### config.mk
export PLATFORM = sky130hd
export DESIGN_NAME = scariv_pred_update_sched_flat
export DESIGN_NICKNAME = d
export VERILOG_FILES = /design/src/rtl/scariv_pred_update_sched_if.sv /design/src/rtl/scariv_pred_update_sched.sv /design/src/flat_wrapper.sv
export SDC_FILE = /design/constraint.sdc
export NUM_CORES = 1
export LEC_CHECK = 0
export BUFFER_PORTS_ARGS = -buffer_cell sky130_fd_sc_hd__buf_2
export CAP_MARGIN = 25
export CORE_AREA = 2 2 344 176
export DETAILED_ROUTE_END_ITERATION = 10
export DIE_AREA = 0 0 346 178
export PLACE_DENSITY = 0.46
export SLEW_MARGIN = 20
export SYNTH_ARGS = -nofsm -noshare
export SYNTH_HDL_FRONTEND = slang
export SYNTH_SLANG_ARGS = --single-unit
### constraint.sdc
create_clock -name i_clk -period 4.45 [get_ports i_clk]
set_input_delay 0.445 -clock i_clk [delete_from_list [all_inputs] [get_ports i_clk]]
set_output_delay 0.445 -clock i_clk [all_outputs]
set_load 0.01 [all_outputs]
### src/rtl/scariv_pred_update_sched_if.sv
// Request/update bundle for the branch-predictor update scheduler.
// master = scheduler side, slave = requesters plus predictor tables.
interface scariv_pred_update_sched_if #(
  parameter int REQ_NUM     = 2,
  parameter int QUEUE_DEPTH = 4,
  parameter int VADDR_W     = 39
);
  logic [REQ_NUM-1:0]              i_req_valid;
  logic [REQ_NUM-1:0]              o_req_ready;
  logic [REQ_NUM-1:0][VADDR_W-1:0] i_req_pc_vaddr;
  logic [REQ_NUM-1:0][VADDR_W-1:0] i_req_target_vaddr;
  logic [REQ_NUM-1:0]              i_req_is_cond;
  logic [REQ_NUM-1:0]              i_req_is_call;
  logic [REQ_NUM-1:0]              i_req_is_ret;
  logic [REQ_NUM-1:0]              i_req_is_rvc;
  logic [REQ_NUM-1:0]              i_req_taken;
  logic [REQ_NUM-1:0]              i_req_mispredict;
  logic [REQ_NUM-1:0]              i_req_btb_hit;
  logic [REQ_NUM-1:0][1:0]         i_req_bim_value;
  logic                            i_upd_stall;

  logic                            o_btb_upd_valid;
  logic                            o_btb_upd_is_cond;
  logic                            o_btb_upd_is_call;
  logic                            o_btb_upd_is_ret;
  logic                            o_btb_upd_is_rvc;
  logic                            o_btb_upd_taken;
  logic                            o_btb_upd_mispredict;
  logic [VADDR_W-1:0]              o_btb_upd_pc_vaddr;
  logic [VADDR_W-1:0]              o_btb_upd_target_vaddr;

  logic                            o_bim_upd_valid;
  logic [VADDR_W-1:0]              o_bim_upd_pc_vaddr;
  logic                            o_bim_upd_hit;
  logic                            o_bim_upd_taken;
  logic [1:0]                      o_bim_upd_bim_value;
  logic                            o_bim_upd_is_rvc;

  logic [$clog2(QUEUE_DEPTH):0]    o_queue_count;
  logic                            o_queue_full;

  modport master (
    input  i_req_valid, i_req_pc_vaddr, i_req_target_vaddr, i_req_is_cond, i_req_is_call,
           i_req_is_ret, i_req_is_rvc, i_req_taken, i_req_mispredict, i_req_btb_hit,
           i_req_bim_value, i_upd_stall,
    output o_req_ready,
           o_btb_upd_valid, o_btb_upd_is_cond, o_btb_upd_is_call, o_btb_upd_is_ret,
           o_btb_upd_is_rvc, o_btb_upd_taken, o_btb_upd_mispredict,
           o_btb_upd_pc_vaddr, o_btb_upd_target_vaddr,
           o_bim_upd_valid, o_bim_upd_pc_vaddr, o_bim_upd_hit, o_bim_upd_taken,
           o_bim_upd_bim_value, o_bim_upd_is_rvc,
           o_queue_count, o_queue_full
  );

  modport slave (
    output i_req_valid, i_req_pc_vaddr, i_req_target_vaddr, i_req_is_cond, i_req_is_call,
           i_req_is_ret, i_req_is_rvc, i_req_taken, i_req_mispredict, i_req_btb_hit,
           i_req_bim_value, i_upd_stall,
    input  o_req_ready,
           o_btb_upd_valid, o_btb_upd_is_cond, o_btb_upd_is_call, o_btb_upd_is_ret,
           o_btb_upd_is_rvc, o_btb_upd_taken, o_btb_upd_mispredict,
           o_btb_upd_pc_vaddr, o_btb_upd_target_vaddr,
           o_bim_upd_valid, o_bim_upd_pc_vaddr, o_bim_upd_hit, o_bim_upd_taken,
           o_bim_upd_bim_value, o_bim_upd_is_rvc,
           o_queue_count, o_queue_full
  );
endinterface

### src/rtl/scariv_pred_update_sched.sv
// Round-robin collector of resolved-branch updates feeding one BTB/BIM write port
// through a small FIFO; one accept and one issue per cycle, no bypass paths.
module scariv_pred_update_sched #(
  parameter int REQ_NUM     = 2,
  parameter int QUEUE_DEPTH = 4,
  parameter int VADDR_W     = 39
) (
  input logic                        i_clk,
  input logic                        i_reset_n,
  scariv_pred_update_sched_if.master bus
);
  localparam int PTR_W = $clog2(QUEUE_DEPTH);
  localparam int CNT_W = PTR_W + 1;
  localparam int RR_W  = (REQ_NUM > 1) ? $clog2(REQ_NUM) : 1;

  typedef struct packed {
    logic [VADDR_W-1:0] pc_vaddr;
    logic [VADDR_W-1:0] target_vaddr;
    logic               is_cond;
    logic               is_call;
    logic               is_ret;
    logic               is_rvc;
    logic               taken;
    logic               mispredict;
    logic               btb_hit;
    logic [1:0]         bim_value;
  } entry_t;

  entry_t             req_entry [REQ_NUM];
  entry_t             mem [QUEUE_DEPTH];
  entry_t             head_entry;
  logic [PTR_W-1:0]   head_reg, tail_reg;
  logic [CNT_W-1:0]   count_reg;
  logic [RR_W-1:0]    rr_reg;
  logic [RR_W-1:0]    winner;
  logic [RR_W:0]      search_idx;
  logic               found;
  logic               not_full;
  logic               accept;
  logic               issue;
  logic [REQ_NUM-1:0] ready;

  for (genvar gi = 0; gi < REQ_NUM; gi++) begin : g_req
    assign req_entry[gi] = '{
      pc_vaddr:     bus.i_req_pc_vaddr[gi],
      target_vaddr: bus.i_req_target_vaddr[gi],
      is_cond:      bus.i_req_is_cond[gi],
      is_call:      bus.i_req_is_call[gi],
      is_ret:       bus.i_req_is_ret[gi],
      is_rvc:       bus.i_req_is_rvc[gi],
      taken:        bus.i_req_taken[gi],
      mispredict:   bus.i_req_mispredict[gi],
      btb_hit:      bus.i_req_btb_hit[gi],
      bim_value:    bus.i_req_bim_value[gi]
    };
  end

  // First valid requester at or above rr_reg, wrapping at REQ_NUM.
  always_comb begin
    winner     = '0;
    found      = 1'b0;
    search_idx = '0;
    for (int k = 0; k < REQ_NUM; k++) begin
      search_idx = {1'b0, rr_reg} + (RR_W+1)'(k);
      if (search_idx >= (RR_W+1)'(REQ_NUM)) begin
        search_idx = search_idx - (RR_W+1)'(REQ_NUM);
      end
      if (!found && bus.i_req_valid[search_idx[RR_W-1:0]]) begin
        found  = 1'b1;
        winner = search_idx[RR_W-1:0];
      end
    end
  end

  assign not_full = (count_reg != CNT_W'(QUEUE_DEPTH));
  assign accept   = i_reset_n && found && not_full;
  assign issue    = i_reset_n && (count_reg != '0) && !bus.i_upd_stall;

  always_comb begin
    ready = '0;
    if (accept) begin
      ready[winner] = 1'b1;
    end
  end

  always_ff @(posedge i_clk) begin
    if (accept) begin
      mem[tail_reg] <= req_entry[winner];
    end
  end

  always_ff @(posedge i_clk) begin
    if (!i_reset_n) begin
      head_reg  <= '0;
      tail_reg  <= '0;
      count_reg <= '0;
      rr_reg    <= '0;
    end else begin
      if (accept) begin
        tail_reg <= tail_reg + 1'b1;
        rr_reg   <= (winner == RR_W'(REQ_NUM - 1)) ? '0 : winner + 1'b1;
      end
      if (issue) begin
        head_reg <= head_reg + 1'b1;
      end
      case ({accept, issue})
        2'b10:   count_reg <= count_reg + 1'b1;
        2'b01:   count_reg <= count_reg - 1'b1;
        default: count_reg <= count_reg;
      endcase
    end
  end

  assign head_entry = mem[head_reg];

  assign bus.o_req_ready            = ready;
  assign bus.o_btb_upd_valid        = issue && (head_entry.taken || head_entry.mispredict ||
                                                head_entry.is_call || head_entry.is_ret);
  assign bus.o_btb_upd_is_cond      = head_entry.is_cond;
  assign bus.o_btb_upd_is_call      = head_entry.is_call;
  assign bus.o_btb_upd_is_ret       = head_entry.is_ret;
  assign bus.o_btb_upd_is_rvc       = head_entry.is_rvc;
  assign bus.o_btb_upd_taken        = head_entry.taken;
  assign bus.o_btb_upd_mispredict   = head_entry.mispredict;
  assign bus.o_btb_upd_pc_vaddr     = head_entry.pc_vaddr;
  assign bus.o_btb_upd_target_vaddr = head_entry.target_vaddr;

  assign bus.o_bim_upd_valid        = issue && head_entry.is_cond;
  assign bus.o_bim_upd_pc_vaddr     = head_entry.pc_vaddr;
  assign bus.o_bim_upd_hit          = head_entry.btb_hit;
  assign bus.o_bim_upd_taken        = head_entry.taken;
  assign bus.o_bim_upd_bim_value    = head_entry.bim_value;
  assign bus.o_bim_upd_is_rvc       = head_entry.is_rvc;

  assign bus.o_queue_count          = count_reg;
  assign bus.o_queue_full           = !not_full;
endmodule

### src/flat_wrapper.sv
// flat-port wrapper written by rule: the top's interface ports become plain ports
module scariv_pred_update_sched_flat 
#(
  parameter int REQ_NUM     = 2,
  parameter int QUEUE_DEPTH = 4,
  parameter int VADDR_W     = 39
)
  (i_clk, i_reset_n, bus_i_req_valid, bus_i_req_pc_vaddr, bus_i_req_target_vaddr, bus_i_req_is_cond, bus_i_req_is_call, bus_i_req_is_ret, bus_i_req_is_rvc, bus_i_req_taken, bus_i_req_mispredict, bus_i_req_btb_hit, bus_i_req_bim_value, bus_i_upd_stall, bus_o_req_ready, bus_o_btb_upd_valid, bus_o_btb_upd_is_cond, bus_o_btb_upd_is_call, bus_o_btb_upd_is_ret, bus_o_btb_upd_is_rvc, bus_o_btb_upd_taken, bus_o_btb_upd_mispredict, bus_o_btb_upd_pc_vaddr, bus_o_btb_upd_target_vaddr, bus_o_bim_upd_valid, bus_o_bim_upd_pc_vaddr, bus_o_bim_upd_hit, bus_o_bim_upd_taken, bus_o_bim_upd_bim_value, bus_o_bim_upd_is_rvc, bus_o_queue_count, bus_o_queue_full);
  scariv_pred_update_sched_if #(.REQ_NUM(REQ_NUM), .QUEUE_DEPTH(QUEUE_DEPTH), .VADDR_W(VADDR_W)) bus_i ();
  input logic i_clk;
  input logic i_reset_n;
  input wire logic [$bits(bus_i.i_req_valid)-1:0] bus_i_req_valid;
  input wire logic [$bits(bus_i.i_req_pc_vaddr)-1:0] bus_i_req_pc_vaddr;
  input wire logic [$bits(bus_i.i_req_target_vaddr)-1:0] bus_i_req_target_vaddr;
  input wire logic [$bits(bus_i.i_req_is_cond)-1:0] bus_i_req_is_cond;
  input wire logic [$bits(bus_i.i_req_is_call)-1:0] bus_i_req_is_call;
  input wire logic [$bits(bus_i.i_req_is_ret)-1:0] bus_i_req_is_ret;
  input wire logic [$bits(bus_i.i_req_is_rvc)-1:0] bus_i_req_is_rvc;
  input wire logic [$bits(bus_i.i_req_taken)-1:0] bus_i_req_taken;
  input wire logic [$bits(bus_i.i_req_mispredict)-1:0] bus_i_req_mispredict;
  input wire logic [$bits(bus_i.i_req_btb_hit)-1:0] bus_i_req_btb_hit;
  input wire logic [$bits(bus_i.i_req_bim_value)-1:0] bus_i_req_bim_value;
  input wire logic [$bits(bus_i.i_upd_stall)-1:0] bus_i_upd_stall;
  output wire logic [$bits(bus_i.o_req_ready)-1:0] bus_o_req_ready;
  output wire logic [$bits(bus_i.o_btb_upd_valid)-1:0] bus_o_btb_upd_valid;
  output wire logic [$bits(bus_i.o_btb_upd_is_cond)-1:0] bus_o_btb_upd_is_cond;
  output wire logic [$bits(bus_i.o_btb_upd_is_call)-1:0] bus_o_btb_upd_is_call;
  output wire logic [$bits(bus_i.o_btb_upd_is_ret)-1:0] bus_o_btb_upd_is_ret;
  output wire logic [$bits(bus_i.o_btb_upd_is_rvc)-1:0] bus_o_btb_upd_is_rvc;
  output wire logic [$bits(bus_i.o_btb_upd_taken)-1:0] bus_o_btb_upd_taken;
  output wire logic [$bits(bus_i.o_btb_upd_mispredict)-1:0] bus_o_btb_upd_mispredict;
  output wire logic [$bits(bus_i.o_btb_upd_pc_vaddr)-1:0] bus_o_btb_upd_pc_vaddr;
  output wire logic [$bits(bus_i.o_btb_upd_target_vaddr)-1:0] bus_o_btb_upd_target_vaddr;
  output wire logic [$bits(bus_i.o_bim_upd_valid)-1:0] bus_o_bim_upd_valid;
  output wire logic [$bits(bus_i.o_bim_upd_pc_vaddr)-1:0] bus_o_bim_upd_pc_vaddr;
  output wire logic [$bits(bus_i.o_bim_upd_hit)-1:0] bus_o_bim_upd_hit;
  output wire logic [$bits(bus_i.o_bim_upd_taken)-1:0] bus_o_bim_upd_taken;
  output wire logic [$bits(bus_i.o_bim_upd_bim_value)-1:0] bus_o_bim_upd_bim_value;
  output wire logic [$bits(bus_i.o_bim_upd_is_rvc)-1:0] bus_o_bim_upd_is_rvc;
  output wire logic [$bits(bus_i.o_queue_count)-1:0] bus_o_queue_count;
  output wire logic [$bits(bus_i.o_queue_full)-1:0] bus_o_queue_full;
  assign bus_i.i_req_valid = bus_i_req_valid;
  assign bus_i.i_req_pc_vaddr = bus_i_req_pc_vaddr;
  assign bus_i.i_req_target_vaddr = bus_i_req_target_vaddr;
  assign bus_i.i_req_is_cond = bus_i_req_is_cond;
  assign bus_i.i_req_is_call = bus_i_req_is_call;
  assign bus_i.i_req_is_ret = bus_i_req_is_ret;
  assign bus_i.i_req_is_rvc = bus_i_req_is_rvc;
  assign bus_i.i_req_taken = bus_i_req_taken;
  assign bus_i.i_req_mispredict = bus_i_req_mispredict;
  assign bus_i.i_req_btb_hit = bus_i_req_btb_hit;
  assign bus_i.i_req_bim_value = bus_i_req_bim_value;
  assign bus_i.i_upd_stall = bus_i_upd_stall;
  assign bus_o_req_ready = bus_i.o_req_ready;
  assign bus_o_btb_upd_valid = bus_i.o_btb_upd_valid;
  assign bus_o_btb_upd_is_cond = bus_i.o_btb_upd_is_cond;
  assign bus_o_btb_upd_is_call = bus_i.o_btb_upd_is_call;
  assign bus_o_btb_upd_is_ret = bus_i.o_btb_upd_is_ret;
  assign bus_o_btb_upd_is_rvc = bus_i.o_btb_upd_is_rvc;
  assign bus_o_btb_upd_taken = bus_i.o_btb_upd_taken;
  assign bus_o_btb_upd_mispredict = bus_i.o_btb_upd_mispredict;
  assign bus_o_btb_upd_pc_vaddr = bus_i.o_btb_upd_pc_vaddr;
  assign bus_o_btb_upd_target_vaddr = bus_i.o_btb_upd_target_vaddr;
  assign bus_o_bim_upd_valid = bus_i.o_bim_upd_valid;
  assign bus_o_bim_upd_pc_vaddr = bus_i.o_bim_upd_pc_vaddr;
  assign bus_o_bim_upd_hit = bus_i.o_bim_upd_hit;
  assign bus_o_bim_upd_taken = bus_i.o_bim_upd_taken;
  assign bus_o_bim_upd_bim_value = bus_i.o_bim_upd_bim_value;
  assign bus_o_bim_upd_is_rvc = bus_i.o_bim_upd_is_rvc;
  assign bus_o_queue_count = bus_i.o_queue_count;
  assign bus_o_queue_full = bus_i.o_queue_full;
  scariv_pred_update_sched #(.REQ_NUM(REQ_NUM), .QUEUE_DEPTH(QUEUE_DEPTH), .VADDR_W(VADDR_W)) u_core (.i_clk(i_clk), .i_reset_n(i_reset_n), .bus(bus_i));
endmodule
==> flow_summary.yaml <==
logic_synthesis:
  yosys_most_used_dff: "edfxtp_1"
  synth_top_area_share_pct: 72.14
  yosysTopAreaCell: "edfxtp_1"
  syn_avg_cell_area_um2: 21.98
  syn_area_mm2: 0.01449
  synth_edf_count: 348
  yosysWarnings: 0
  syn-num-nets: 844
  synthTopCellsByArea: "edfxtp_1 (72%), mux4_2 (13%), mux2_2 (6.8%)"
  ys_ff_latch: 358
  synth_cell_types: 30
  synthCells: 659
  synthArstFlopShare_pct: 0
  yosysSeqAreaShare_pct: 73.52
cts:
  cts_made_buffers: 35
  clkLatencyLatePin_ns: 0.53
  path_clk_slew_ns: 0.06
  ctsResizeCount: 0
  htree_levels: 2
  numClockSinks: 358
  cts_tree: "built"
  cts_hold_buffers: 0
  clock-root-buffer: "clkbuf_16"
  postCtsSetupRepairBufs: 0
  clk_path_buf_depth: 3
power_and_ir_drop:
  internal_power_w: 0.005924
  switching_share_pct: 23.78
  seqPwrFrac_pct: 51.5
  power_density_mw_per_mm2: 438.5
  pwr-share-clk_pct: 35.3
  p_switching_w: 0.001849
  ir_drop_v: 0.0001881
  combPwrFrac_pct: 13.3
  power_leakage_nw: 6.048
detailed_routing:
  ant_nets: 0
  drt_pass1_iterations: 4
  drt-initial-drc-count: 387
  wl_um: 32330
  post-route-drc-count: 0
  vias: 7226
  wire_per_inst_um: 18.42
  vias_per_cell: 4.117
job:
  maxCapViolCount: 0
grt:
  gr-usage-met1_pct: 14.22
  grt_pass1_vias: 7489
  grt_overflow: 0
  grt_pass1_wl_um: 47370
  antenna_found_initial: 0
  grtUsageTotal_pct: 10.37
  grt_use_met3_pct: 2.659
  grt_max_degree: 52
  use_met2_pct: 16.55
  grt.busiest_layer: "met2"
worst_setup_path:
  end_kind: "output port"
  cpPeakStageDelay_ns: 0.76
  worstPathArrival_ns: 2.57
  path_max_fanout: 28
  cp-start-kind: "flop"
  criticalPathCategory: "flop to output port"
  crit_chain: "buf_4 -> mux4_2 -> buf_2"
  slowest_stage: "dfxtp_4"
  critPathRequiredTime_ns: 4.01
cells_and_area:
  regArea_mm2: 0.01066
  stdcell_area_mm2: 0.01772
  fillCellCount: 5748
  diodes: 0
  fin_util_pct: 30.30
  area_growth_pct: 22.35
  nets: 1138
  regMostFlops: "u_core.mem"
  drive_gt1_share_pct: 56.92
  largest_reg_flops: 348
  multi_input_area_mm2: 0.003291
die:
  fp.dieW_um: 346
  io_pins: 315
  start_util_pct: 24.77
  die_h_um: 178
  rows: 63
  core_mm2: 0.05849
  die_area_mm2: 0.06159
sta:
  rsz0062_at_grt: "no"
  fin_skew_ns: 0.01690
  period_share_pct: 67.68
  slew_violations: 0
  tightest_slew_ns: 0.8919
  fmax_ghz: 0.3320
  slew_headroom_pct: 40.54
  min_period_ns: 3.012
  tns_ns: 0
  hold_viol_final: 0
  timing.final.ws_setup_ns: 1.438
  finalSetupViolations: 0
placement:
  gp_congestion: 0.6850
  io_buffers: 314
  place_area_mm2: 0.01670
  preCtsSetupSlack_ns: 1.615
  hpwl_um: 20480
outcome:
  status: "completed"
min_path:
  hold_path_class: "input pin to flop"
[cells by family (layout without fill, tap and decap cells)]
logic type,after synthesis,count (layout),synth area share (%)
AO/OA/AOI/OAI,14,14,0.6133
XOR/XNOR,2,2,0.1209
adder cells (fa/ha/maj),6,6,0.5701
buffers and inverters,81,397,3.887
flip-flops,358,358,73.52
multiplexers,174,174,20.31
AND/OR/NAND/NOR,24,24,0.9761
[cell usage in the layout, fill, tap and decap left out, types with 3 or more instances in the layout]
master,instances
nor2_1,5
mux2_2,87
buf_2,314
inv_1,10
clkbuf_1,9
ha_1,5
dfxtp_1,8
buf_12,5
clkinv_1,5
mux4_2,86
clkbuf_16,37
nor3_1,3
and2_4,4
clkinv_2,6
buf_4,9
o31ai_1,3
edfxtp_1,348
a21oi_1,6
[power groups by stage]
stage / sequential [W] / clock [W] / combinational [W]
3_3_place_gp: 0.00407 / 0 / 0.00107
5_1_grt: 0.00402 / 0.00299 / 0.00114
3_5_place_dp: 0.00408 / 0 / 0.00107
6_report: 0.00400 / 0.00274 / 0.00103
4_1_cts: 0.00401 / 0.00286 / 0.00108
2_1_floorplan: 0.00405 / 0 / 0.000709
[cell type report]
cell class | count | share of cell area [%]
multi-input cells | 220 | 18.57
repair buffers | 328 | 9.812
clock buffers | 46 | 5.414
clock inverters | 13 | 0.3600
inverters | 10 | 0.2118
flip-flops and latches | 358 | 60.13
well taps | 780 | 5.506
[critical path: cells and delay by family (launching register included)]
family	cells	cell delay, ns
flip-flops	1	0.76
buffers and inverters	2	0.65
multiplexers	1	0.61
[final timing paths]
path,start,end,slack [ns],cells past startpoint
hold / removal,bus_i_req_target_vaddr[8],u_core.mem[1][17]$_DFFE_PP_,0.27,2
hold reg to reg,u_core.head_reg[1]$_SDFFE_PN0P_,flop,0.49,2
setup reg to reg,u_core.bus.o_queue_count[1]$_SDFFE_PN0P_,u_core.mem[2][46]$_DFFE_PP_,1.77,5
setup / recovery,flop,bus_o_btb_upd_target_vaddr[25],1.44,3
[metal layers]
| layer | share of wire, % | routed length (um) | up-vias |
|---|---|---|---|
| met5 | 0 | 0 | - |
| met4 | 1.7 | 535 | 0 |
| met3 | 5.0 | 1609 | 51 |
| met2 | 47 | 15190 | 182 |
| met1 | 46 | 14990 | 3730 |
| li1 | - | - | 3263 |
[cell usage after synthesis, drive strengths merged, types with 2 or more instances]
master and number:
or3 2, buf 69, and2 6, clkbuf 2
edfxtp 348, mux2 87, xor2 2, inv 10
dfxtp 10, a21oi 6, o21ai 3, o31ai 3
mux4 87, nand4 2, ha 5, nor2 5
nor3 4
[metrics by stage]
stage | hold slack [ns] | total power [W] | std cells
4_1_cts | 0.2317 | 0.007942 | 1755
3_3_place_gp | 0.4664 | 0.005137 | 1696
5_1_grt | 0.2458 | 0.008145 | 1755
3_5_place_dp | 0.4794 | 0.005150 | 1696
2_1_floorplan | 0.4529 | 0.004760 | 659
6_report | 0.2720 | 0.007772 | 1755
Power figures use the tool's default switching activity.
